==> config.mk <==
export PLATFORM = sky130hd
export DESIGN_NAME = dcache_miss_ctrl
export DESIGN_NICKNAME = d
export VERILOG_FILES = /design/src/rtl/dcache_miss_ctrl_pkg.sv /design/src/rtl/dcache_miss_ctrl.sv
export SDC_FILE = /design/constraint.sdc
export NUM_CORES = 1
export LEC_CHECK = 0
export CAP_MARGIN = 20
export CORE_AREA = 2 2 256 258
export CTS_CLUSTER_DIAMETER = 60
export CTS_CLUSTER_SIZE = 14
export DETAILED_ROUTE_END_ITERATION = 8
export DIE_AREA = 0 0 258 260
export PLACE_DENSITY = 0.46
export SYNTH_ARGS = -nofsm -noshare
export SYNTH_HDL_FRONTEND = slang
export SYNTH_SLANG_ARGS = --single-unit
==> constraint.sdc <==
create_clock -name clock -period 1.97 [get_ports clock]
set_clock_uncertainty 0.1 [all_clocks]
set_input_delay 0.2955 -clock clock [delete_from_list [all_inputs] [get_ports clock]]
set_output_delay 0.2955 -clock clock [all_outputs]
set_load 0.01 [all_outputs]
==> src/rtl/dcache_miss_ctrl_pkg.sv <==
// dcache_miss_ctrl_pkg
//   Shared definitions for the D$ miss controller: line and address widths,
//   the memory request record driven onto the miss request port, the
//   controller state encoding and the default watchdog limit.
package dcache_miss_ctrl_pkg;

  localparam int unsigned DCACHE_LINE_WIDTH   = 128;
  localparam int unsigned MEM_ADDR_WIDTH      = 32;
  localparam int unsigned DCACHE_MISS_TIMEOUT = 1024;

  typedef struct packed {
    logic [MEM_ADDR_WIDTH-1:0]    addr;
    logic                         is_store;
    logic [DCACHE_LINE_WIDTH-1:0] data;
  } memory_request_t;

  typedef enum logic [2:0] {
    S_IDLE,
    S_WB_REQ,
    S_WB_WAIT,
    S_FILL_REQ,
    S_FILL_WAIT,
    S_DONE
  } dcache_miss_state_t;

  function automatic memory_request_t make_req(
    input logic [MEM_ADDR_WIDTH-1:0]    addr,
    input logic                         is_store,
    input logic [DCACHE_LINE_WIDTH-1:0] data
  );
    memory_request_t req;
    req.addr     = addr;
    req.is_store = is_store;
    req.data     = data;
    return req;
  endfunction

endpackage

==> src/rtl/dcache_miss_ctrl.sv <==
// dcache_miss_ctrl
//   Requester side of the cache-miss memory protocol for the D$. Takes one
//   line miss at a time, writes back a dirty victim first, then fills the
//   line and reports data or a bus error back to the D$.
//
//   Optional feature: define DCACHE_MISS_TIMEOUT_EN to add a watchdog that
//   ends a wait state with fill_error after TIMEOUT_CYCLES cycles.
//
// Ports
//   clock, reset             core clock, synchronous active-high reset
//   miss_req_valid/addr      one-cycle miss request and line address
//   victim_dirty/addr/data   victim line to write back when dirty
//   miss_busy                controller not idle; D$ stalls new misses
//   fill_valid/addr/data     one-cycle fill result
//   fill_error               bus error or timeout, qualified by fill_valid
//   dcache_req_valid_miss    one-cycle request pulse to memory
//   dcache_req_info_miss     request record {addr, is_store, data}
//   rsp_valid_miss           response valid on the shared bus
//   rsp_cache_id             response owner, 1 = D$
//   rsp_bus_error            response carries a bus error
//   rsp_data_miss            response line data
module dcache_miss_ctrl
  import dcache_miss_ctrl_pkg::*;
#(
  parameter int unsigned LINE_W         = DCACHE_LINE_WIDTH,
  parameter int unsigned ADDR_W         = MEM_ADDR_WIDTH,
  parameter int unsigned TIMEOUT_CYCLES = DCACHE_MISS_TIMEOUT
) (
  input  logic              clock,
  input  logic              reset,
  input  logic              miss_req_valid,
  input  logic [ADDR_W-1:0] miss_req_addr,
  input  logic              victim_dirty,
  input  logic [ADDR_W-1:0] victim_addr,
  input  logic [LINE_W-1:0] victim_data,
  output logic              miss_busy,
  output logic              fill_valid,
  output logic [ADDR_W-1:0] fill_addr,
  output logic [LINE_W-1:0] fill_data,
  output logic              fill_error,
  output logic              dcache_req_valid_miss,
  output memory_request_t   dcache_req_info_miss,
  input  logic              rsp_valid_miss,
  input  logic              rsp_cache_id,
  input  logic              rsp_bus_error,
  input  logic [LINE_W-1:0] rsp_data_miss
);

  if (TIMEOUT_CYCLES < 2) begin : g_bad_timeout
    $error("dcache_miss_ctrl: TIMEOUT_CYCLES must be at least 2");
  end

  dcache_miss_state_t state;
  logic [ADDR_W-1:0]  miss_addr;
  logic               rsp_hit;
  logic               timeout_hit;

  // Only D$-tagged responses are ours; the bus never carries both at once.
  assign rsp_hit = rsp_valid_miss & rsp_cache_id;

`ifdef DCACHE_MISS_TIMEOUT_EN
  localparam int unsigned CNT_W = $clog2(TIMEOUT_CYCLES);

  logic [CNT_W-1:0] wait_cnt;

  // Every wait state is entered from a non-wait state, so holding the
  // counter at zero outside the wait states clears it on entry.
  always_ff @(posedge clock) begin
    if (reset || !(state inside {S_WB_WAIT, S_FILL_WAIT})) begin
      wait_cnt <= '0;
    end else begin
      wait_cnt <= wait_cnt + 1'b1;
    end
  end

  assign timeout_hit = (wait_cnt == CNT_W'(TIMEOUT_CYCLES - 1));
`else
  assign timeout_hit = 1'b0;
`endif

  // NOTE: all state and outputs live in one clocked block written with
  // non-blocking assignments, so every output is a flop and each branch
  // reads pre-edge values regardless of statement order.
  always_ff @(posedge clock) begin
    if (reset) begin
      state                 <= S_IDLE;
      miss_addr             <= '0;
      miss_busy             <= 1'b0;
      fill_valid            <= 1'b0;
      fill_addr             <= '0;
      fill_data             <= '0;
      fill_error            <= 1'b0;
      dcache_req_valid_miss <= 1'b0;
      dcache_req_info_miss  <= '0;
    end else begin
      // Pulses default low; only the issuing transition raises them.
      dcache_req_valid_miss <= 1'b0;
      fill_valid            <= 1'b0;

      case (state)
        S_IDLE: begin
          if (miss_req_valid) begin
            miss_addr             <= miss_req_addr;
            miss_busy             <= 1'b1;
            dcache_req_valid_miss <= 1'b1;
            // The request record is loaded here so it is already stable in
            // the pulse cycle and the victim need not be stored separately.
            if (victim_dirty) begin
              dcache_req_info_miss <= make_req(victim_addr, 1'b1, victim_data);
              state                <= S_WB_REQ;
            end else begin
              dcache_req_info_miss <= make_req(miss_req_addr, 1'b0, '0);
              state                <= S_FILL_REQ;
            end
          end
        end

        S_WB_REQ: state <= S_WB_WAIT;

        S_WB_WAIT: begin
          if (rsp_hit) begin
            if (rsp_bus_error) begin
              // Skip the fill; fill_data keeps its previous contents.
              fill_valid <= 1'b1;
              fill_addr  <= miss_addr;
              fill_error <= 1'b1;
              state      <= S_DONE;
            end else begin
              dcache_req_valid_miss <= 1'b1;
              dcache_req_info_miss  <= make_req(miss_addr, 1'b0, '0);
              state                 <= S_FILL_REQ;
            end
          end else if (timeout_hit) begin
            fill_valid <= 1'b1;
            fill_addr  <= miss_addr;
            fill_error <= 1'b1;
            state      <= S_DONE;
          end
        end

        S_FILL_REQ: state <= S_FILL_WAIT;

        S_FILL_WAIT: begin
          if (rsp_hit) begin
            fill_valid <= 1'b1;
            fill_addr  <= miss_addr;
            fill_data  <= rsp_data_miss;
            fill_error <= rsp_bus_error;
            state      <= S_DONE;
          end else if (timeout_hit) begin
            fill_valid <= 1'b1;
            fill_addr  <= miss_addr;
            fill_error <= 1'b1;
            state      <= S_DONE;
          end
        end

        S_DONE: begin
          miss_busy <= 1'b0;
          state     <= S_IDLE;
        end

        default: begin
          miss_busy <= 1'b0;
          state     <= S_IDLE;
        end
      endcase
    end
  end

endmodule

* Word level (Yosys, flattened, before mapping)
Index checks and enable logic that the tools add are counted.
** Cells by class
- Bitwise gates (word level) :: 2
- Eq/ne operators :: 9
- $add $sub $neg :: 0
- $lt $le $gt $ge :: 0
- Multipliers :: 0
- Reductions and logical operators :: 10
- Mux-type cells :: 29
- Shift-type cells :: 0
- Div/mod/pow operators :: 0
** Operator list (count)
- 2-to-1 mux 161 bit :: 4
- case mux 161 bit (2 select lines) :: 1
- 2-to-1 mux 32 bit :: 3
- case mux 32 bit (2 select lines) :: 1
- case mux 3 bit (5 select lines) :: 1
- 2-to-1 mux 3 bit :: 4
- 2-to-1 mux 1 bit :: 10
- inequality test 2 bit (second input constant) :: 5
- case mux 1 bit (2 select lines) :: 4
- AND reduction 4 bit :: 2
- == test 3 x 2 -> 1 bit (second input constant) :: 2
- AND reduction 2 bit :: 3
- nonzero test 2 bit :: 2
- OR reduction 4 bit :: 1
- == test 3 x 1 -> 1 bit (second input constant) :: 1
- == test 3 bit (second input constant) :: 1
- logical NOT 3 bit :: 1
- AND reduction 3 bit :: 1
- 2-to-1 mux 2 bit :: 1
- AND 1 bit :: 1
- inverter 1 bit :: 1
** Storage, ports and cells
- Bits of input ports :: 327
- Memory bits (read-only) :: 0
- Logic and storage cells :: 61
- Bits in latches :: 0
- Flip-flop bits (word level) :: 360
- Memories :: 0
- Bits in writable memories :: 0

* Depth between registers and ports, before layout
- Depth after elaboration :: 4
- Gate-level depth with buffers :: 7
- Mapped depth without buffers :: 3

* Least setup slack after synthesis
Ideal clock, no wire load.
- Kind :: reg-to-reg
- Start :: register state[1]
- End :: register miss_addr[10]
- Clock period less this slack :: 1730 ps
- Data required time :: 1738 ps
- Arrival time :: 1498 ps
- Library setup time :: 132 ps
- Path slack :: 240 ps
- Buffers on the path :: 3
- Stages on the path, launching flop included :: 7
- Cells stage by stage :: dfxtp_1 buf_4 or4b_2 clkbuf_1 clkbuf_1 nand2_1 a21oi_1
** Between the ends
- Word-level cells in the longest chain between the ends :: 2
** Ends and longest elaborated chain
- start, declared :: line dcache_miss_ctrl.sv:53 : dcache_miss_state_t state;
- start signal, assigned :: line dcache_miss_ctrl.sv:86 : state <= S_IDLE;
- start signal, assigned :: line dcache_miss_ctrl.sv:110 : state <= S_WB_REQ;
- start signal, assigned :: line dcache_miss_ctrl.sv:113 : state <= S_FILL_REQ;
- logical NOT 3 bit :: line dcache_miss_ctrl.sv:100 : case (state)
- AND reduction 2 bit (no source line)
- end signal, assigned :: line dcache_miss_ctrl.sv:103 : miss_addr <= miss_req_addr;
- end, declared :: line dcache_miss_ctrl.sv:54 : logic [ADDR_W-1:0] miss_addr;
No other way between the ends.
A chain may end at the register's enable or synchronous reset.

* Worst setup path after layout
- Start :: register state[1]
- End :: register dcache_req_info_miss[33] (netlist name)
** Between the ends
- Word-level cells in the longest chain between the ends :: 3
- Elaborated cells on any way between the ends :: 8
- Classes of those cells :: 4 x eq/ne; 1 x mux; 3 x reduce/logical
** Ends and longest elaborated chain
- == test 3 x 2 -> 1 bit or logical NOT 3 bit (tied branches) :: line dcache_miss_ctrl.sv:100
- inequality test 2 bit (no source line) or nonzero test 2 bit (tied branches)
- AND reduction 4 bit (no source line)
- end signal, assigned :: line dcache_miss_ctrl.sv:109 : dcache_req_info_miss <= make_req(victim_addr, 1'b1, victim_data);
- end signal, assigned :: line dcache_miss_ctrl.sv:112 : dcache_req_info_miss <= make_req(miss_req_addr, 1'b0, '0);
- end signal, assigned :: line dcache_miss_ctrl.sv:130 : dcache_req_info_miss <= make_req(miss_addr, 1'b0, '0);
- end, declared :: line dcache_miss_ctrl.sv:42 : output memory_request_t dcache_req_info_miss,
Parallel ways exist; a longest one is shown, timed or not.

==> reports/metrics.json <==
{
  "routing": {
    "number_of_design_rule_violations_left_after_detail_routing": 0,
    "routed-wl-met2_microns": 28600,
    "routed-wl-met3_microns": 4910,
    "routed_wire_length_per_instance_microns": 20.3,
    "via_density_per_instance": 4.64,
    "detailedRoute.firstIterationViolations": 929,
    "antenna_left": 0,
    "number_of_iterations_in_the_first_detailed_routing_pass": 5,
    "top_layer_used": "met5",
    "routedLengthMet1_microns": 24400,
    "detailroute.via_count": 13600,
    "route.final.wire_length_microns": 59400
  },
  "run_status": {
    "status": "finished, violations left",
    "failed_checks": "setup timing"
  },
  "synth": {
    "yosys.area_share.xor_xnor_pct": 0,
    "adder_cell_area_share_of_the_yosys_netlist_pct": 0,
    "seq_area_frac_synth_pct": 52.7,
    "postSynth.asyncResetShare_pct": 0,
    "combinational_family_with_the_most_area_after_synthesis": "compound AO/OA/AOI/OAI gates",
    "synthDominantAreaCellType": "sky130_fd_sc_hd__dfxtp_1",
    "yosys_register_bits": 360,
    "ys.warnings.count": 0,
    "synth_fp_nets": 1760,
    "post-synth-top-area-fraction_pct": 52.7,
    "average_instance_area_after_synthesis_sq_um": 9.55,
    "synthCells": 1433,
    "synth_mux_area_share_pct": 7.02,
    "most_common_cell_in_the_synthesized_netlist": "sky130_fd_sc_hd__dfxtp_1",
    "synth-main-ff-cell": "sky130_fd_sc_hd__dfxtp_1",
    "syn_area_sq_um": 13700,
    "largest_cells_by_area_after_synthesis": "sky130_fd_sc_hd__dfxtp_1 53%, sky130_fd_sc_hd__a32o_1 9.4%, sky130_fd_sc_hd__mux2i_1 7.0%",
    "synth_unique_cells": 39,
    "number_of_enable_type_register_cells_in_the_synthesized_netlist": 0,
    "synth_commonest_cells": "360 x sky130_fd_sc_hd__dfxtp_1, 165 x sky130_fd_sc_hd__a21oi_1, 163 x sky130_fd_sc_hd__nand2_1, 131 x sky130_fd_sc_hd__nand3_1, 129 x sky130_fd_sc_hd__o21ai_0",
    "synth_simple_gate_area_share_pct": 11.9,
    "synth-compound-area-share_pct": 23.0
  },
  "worst_hold_path": {
    "hold_path.startpoint": "reset",
    "hold_path.class": "primary input to flip-flop",
    "hold_path_end": "miss_addr[11]",
    "worst_hold_path.num_cells": 3
  },
  "worst_setup_path": {
    "worst_setup_path_end_kind": "flip-flop",
    "timing.critical_path.arrival_ps": 2390,
    "worstRegToRegCells": 5,
    "crit_chain": "nand4b_1, buf_6, a211o_4, clkbuf_16, a32o_1",
    "cp_max_stage_delay_ps": 440,
    "cp.buffers_inverters": 2,
    "crit-reg2reg-capture": "dcache_req_info_miss[33]",
    "timing.critical_path.max_delay_family": "compound AO/OA/AOI/OAI gates",
    "cp_slowest_cell": "sky130_fd_sc_hd__a211o_4",
    "startpoint_type_of_the_worst_setup_path": "flip-flop",
    "required_time_of_the_worst_setup_path_ps": 2310,
    "worst-r2r-setup-slack_ps": -80,
    "r2r-start": "state[1]",
    "setup_cp_type": "flip-flop to flip-flop",
    "path_max_fanout": 11
  },
  "pwr": {
    "vdd_drop_max_v": 0.000593,
    "power.density_cell_area_nw_per_um2": 902,
    "p_total_w": 0.0208,
    "leakage_nw": 8.14
  },
  "die": {
    "initial_utilization_pct": 21.3,
    "floorplan.io_pins": 652,
    "fp.dieArea_sq_um": 67100,
    "die_w_microns": 258,
    "die_h_microns": 260,
    "fp-row-count": 93,
    "floorplan.core_area_sq_um": 64100
  },
  "clocking": {
    "tritoncts.num_buffers": 41,
    "tritoncts": "done",
    "tritoncts_num_sinks": 360,
    "clk_path_buf_depth": 3,
    "clk_transition_reported_paths_ps": 70,
    "insertion_delay_ps": 560,
    "clock-root-buffer": "sky130_fd_sc_hd__clkbuf_16",
    "cts_post_setup_buffers_inserted": 0,
    "htree_num_levels": 2
  },
  "timing": {
    "post-route-period-util_pct": 104,
    "max_slew.worst_pin.slew_ps": 577,
    "achievable-frequency_mhz": 489,
    "timing.max_slew.rel_slack_pct": 61.5,
    "slew_viol_final": 0,
    "worst_slack_ps": -75.6,
    "final_hold_viol_count": 0,
    "rsz0062_at_grt": "yes",
    "setup_viol": 148,
    "period_minus_slack_ps": 2050
  },
  "placement": {
    "finalWeightedCongestion": 0.801,
    "port_buffers": 651,
    "pre_cts_ws_ps": -561,
    "dp_hpwl_microns": 41400,
    "postPlaceCellArea_sq_um": 21500
  },
  "global_route": {
    "grt.total_usage_pct": 16.4,
    "antenna_found_initial": 4,
    "overflow": 0,
    "first_global_vias": 13500,
    "grt_first_pass_wirelength_microns": 85500,
    "grt_start_max_net_pins": 131
  },
  "final_layout": {
    "synth_to_layout_area_growth_pct": 68.2,
    "post_route_cells_drive_above_1_share_pct": 7.86,
    "final_area_sq_um": 23000,
    "final_nets": 2372,
    "num-fill-cells": 6448
  },
  "flow_run": {
    "max_cap_viol_count": 0
  }
}
-- cells by family after synthesis --
group                  Yosys count
and+or+nand+nor                349
buffers and inverters          164
AOI/OAI and AO/OA              464
DFF                            360
muxes                           96
-- where the power goes --
group          leakage [nW]  internal [W]  switching (W)  total [W]
sequential             2.92       0.00780       0.000312    0.00811
clock                 0.646       0.00441        0.00331    0.00772
combinational          4.57       0.00253        0.00242    0.00494
-- flip-flops by register name, summed over array words and instances (netlist names) --
register,count
fill_data,128
fill_addr,32
miss_busy,1
dcache_req_valid_miss,1
miss_addr,32
state,3
fill_error,1
dcache_req_info_miss,161
fill_valid,1
-- cell type report --
class,count,area (sq um),share of cell area [%]
timing repair buffer,730,7580,32.9
multi-input combinational,910,5820,25.3
sequential,360,7210,31.3
inverter,2,12.5,0.0543
clock inverter,19,184,0.799
tap,855,1070,4.65
antenna,3,7.51,0.0326
clock buffer,54,1150,4.98
-- stage by stage --
step	util [%]	setup TNS, ps	std cells	hold slack, ps
after CTS	35.6	-3830	2923	94.2
after floorplan	-	0	1433	321
after global routing	35.9	-2020	2932	135
after detailed placement	33.5	-107960	2849	349
after global placement	33.5	-109730	2849	346
final	35.9	-6220	2933	133
-- routing by layer --
metal	GRT usage, %	vias up
li1	-	6491
met1	19.6	6550
met2	27.6	485
met3	5.68	79
met4	5.07	4
met5	0	-
-- timing repair --
action                     CTS  global route
setup endpoints to repair  156           208
gates resized for setup     12            14
cloned                       1             7
pin swaps                   49            23
hold buffers                 0             0
-- worst reg2reg max path, delay by kind of cell, from the launching register on --
family	cells	cell delay (ps)
AND/OR/NAND/NOR	1	300
AO/OA/AOI/OAI	2	670
flip-flops	1	360
buffers and inverters	2	500
-- how the worst max path moves through the flow --
| stage | startpoint | end | cells after the start |
|---|---|---|---|
| global placement | rsp_bus_error | dcache_req_info_miss[125] | 6 |
| detailed placement | rsp_bus_error | dcache_req_info_miss[2] | 6 |
| global route | state[1] | dcache_req_info_miss[147] | 5 |
| floorplan | state[1] | miss_addr[10] | 6 |
| CTS | state[1] | dcache_req_info_miss[96] | 5 |
| finish | state[1] | dcache_req_info_miss[33] | 5 |
-- layout by cell type, fill, tap and decap left out, types with 3 or more instances in the layout --
master	netlist	routed
sky130_fd_sc_hd__clkdlybuf4s50_1	0	636
sky130_fd_sc_hd__dfxtp_1	360	358
sky130_fd_sc_hd__a21oi_1	165	165
sky130_fd_sc_hd__nand2_1	163	163
sky130_fd_sc_hd__nand3_1	131	131
sky130_fd_sc_hd__o21ai_0	129	129
sky130_fd_sc_hd__a32o_1	128	128
sky130_fd_sc_hd__mux2i_1	96	96
sky130_fd_sc_hd__clkbuf_16	0	47
sky130_fd_sc_hd__buf_4	6	40
sky130_fd_sc_hd__nor2b_1	33	32
sky130_fd_sc_hd__a221o_1	32	32
sky130_fd_sc_hd__buf_12	0	27
sky130_fd_sc_hd__clkbuf_1	97	8
sky130_fd_sc_hd__dlygate4sd2_1	0	8
sky130_fd_sc_hd__clkinv_2	0	6
sky130_fd_sc_hd__buf_6	7	6
sky130_fd_sc_hd__inv_6	0	5
sky130_fd_sc_hd__dlymetal6s2s_1	0	5
sky130_fd_sc_hd__clkinvlp_4	0	4
sky130_fd_sc_hd__diode_2	0	3
sky130_fd_sc_hd__nor2_1	4	3
sky130_fd_sc_hd__clkbuf_8	0	3
No activity file was read; power rests on OpenSTA's default activity.
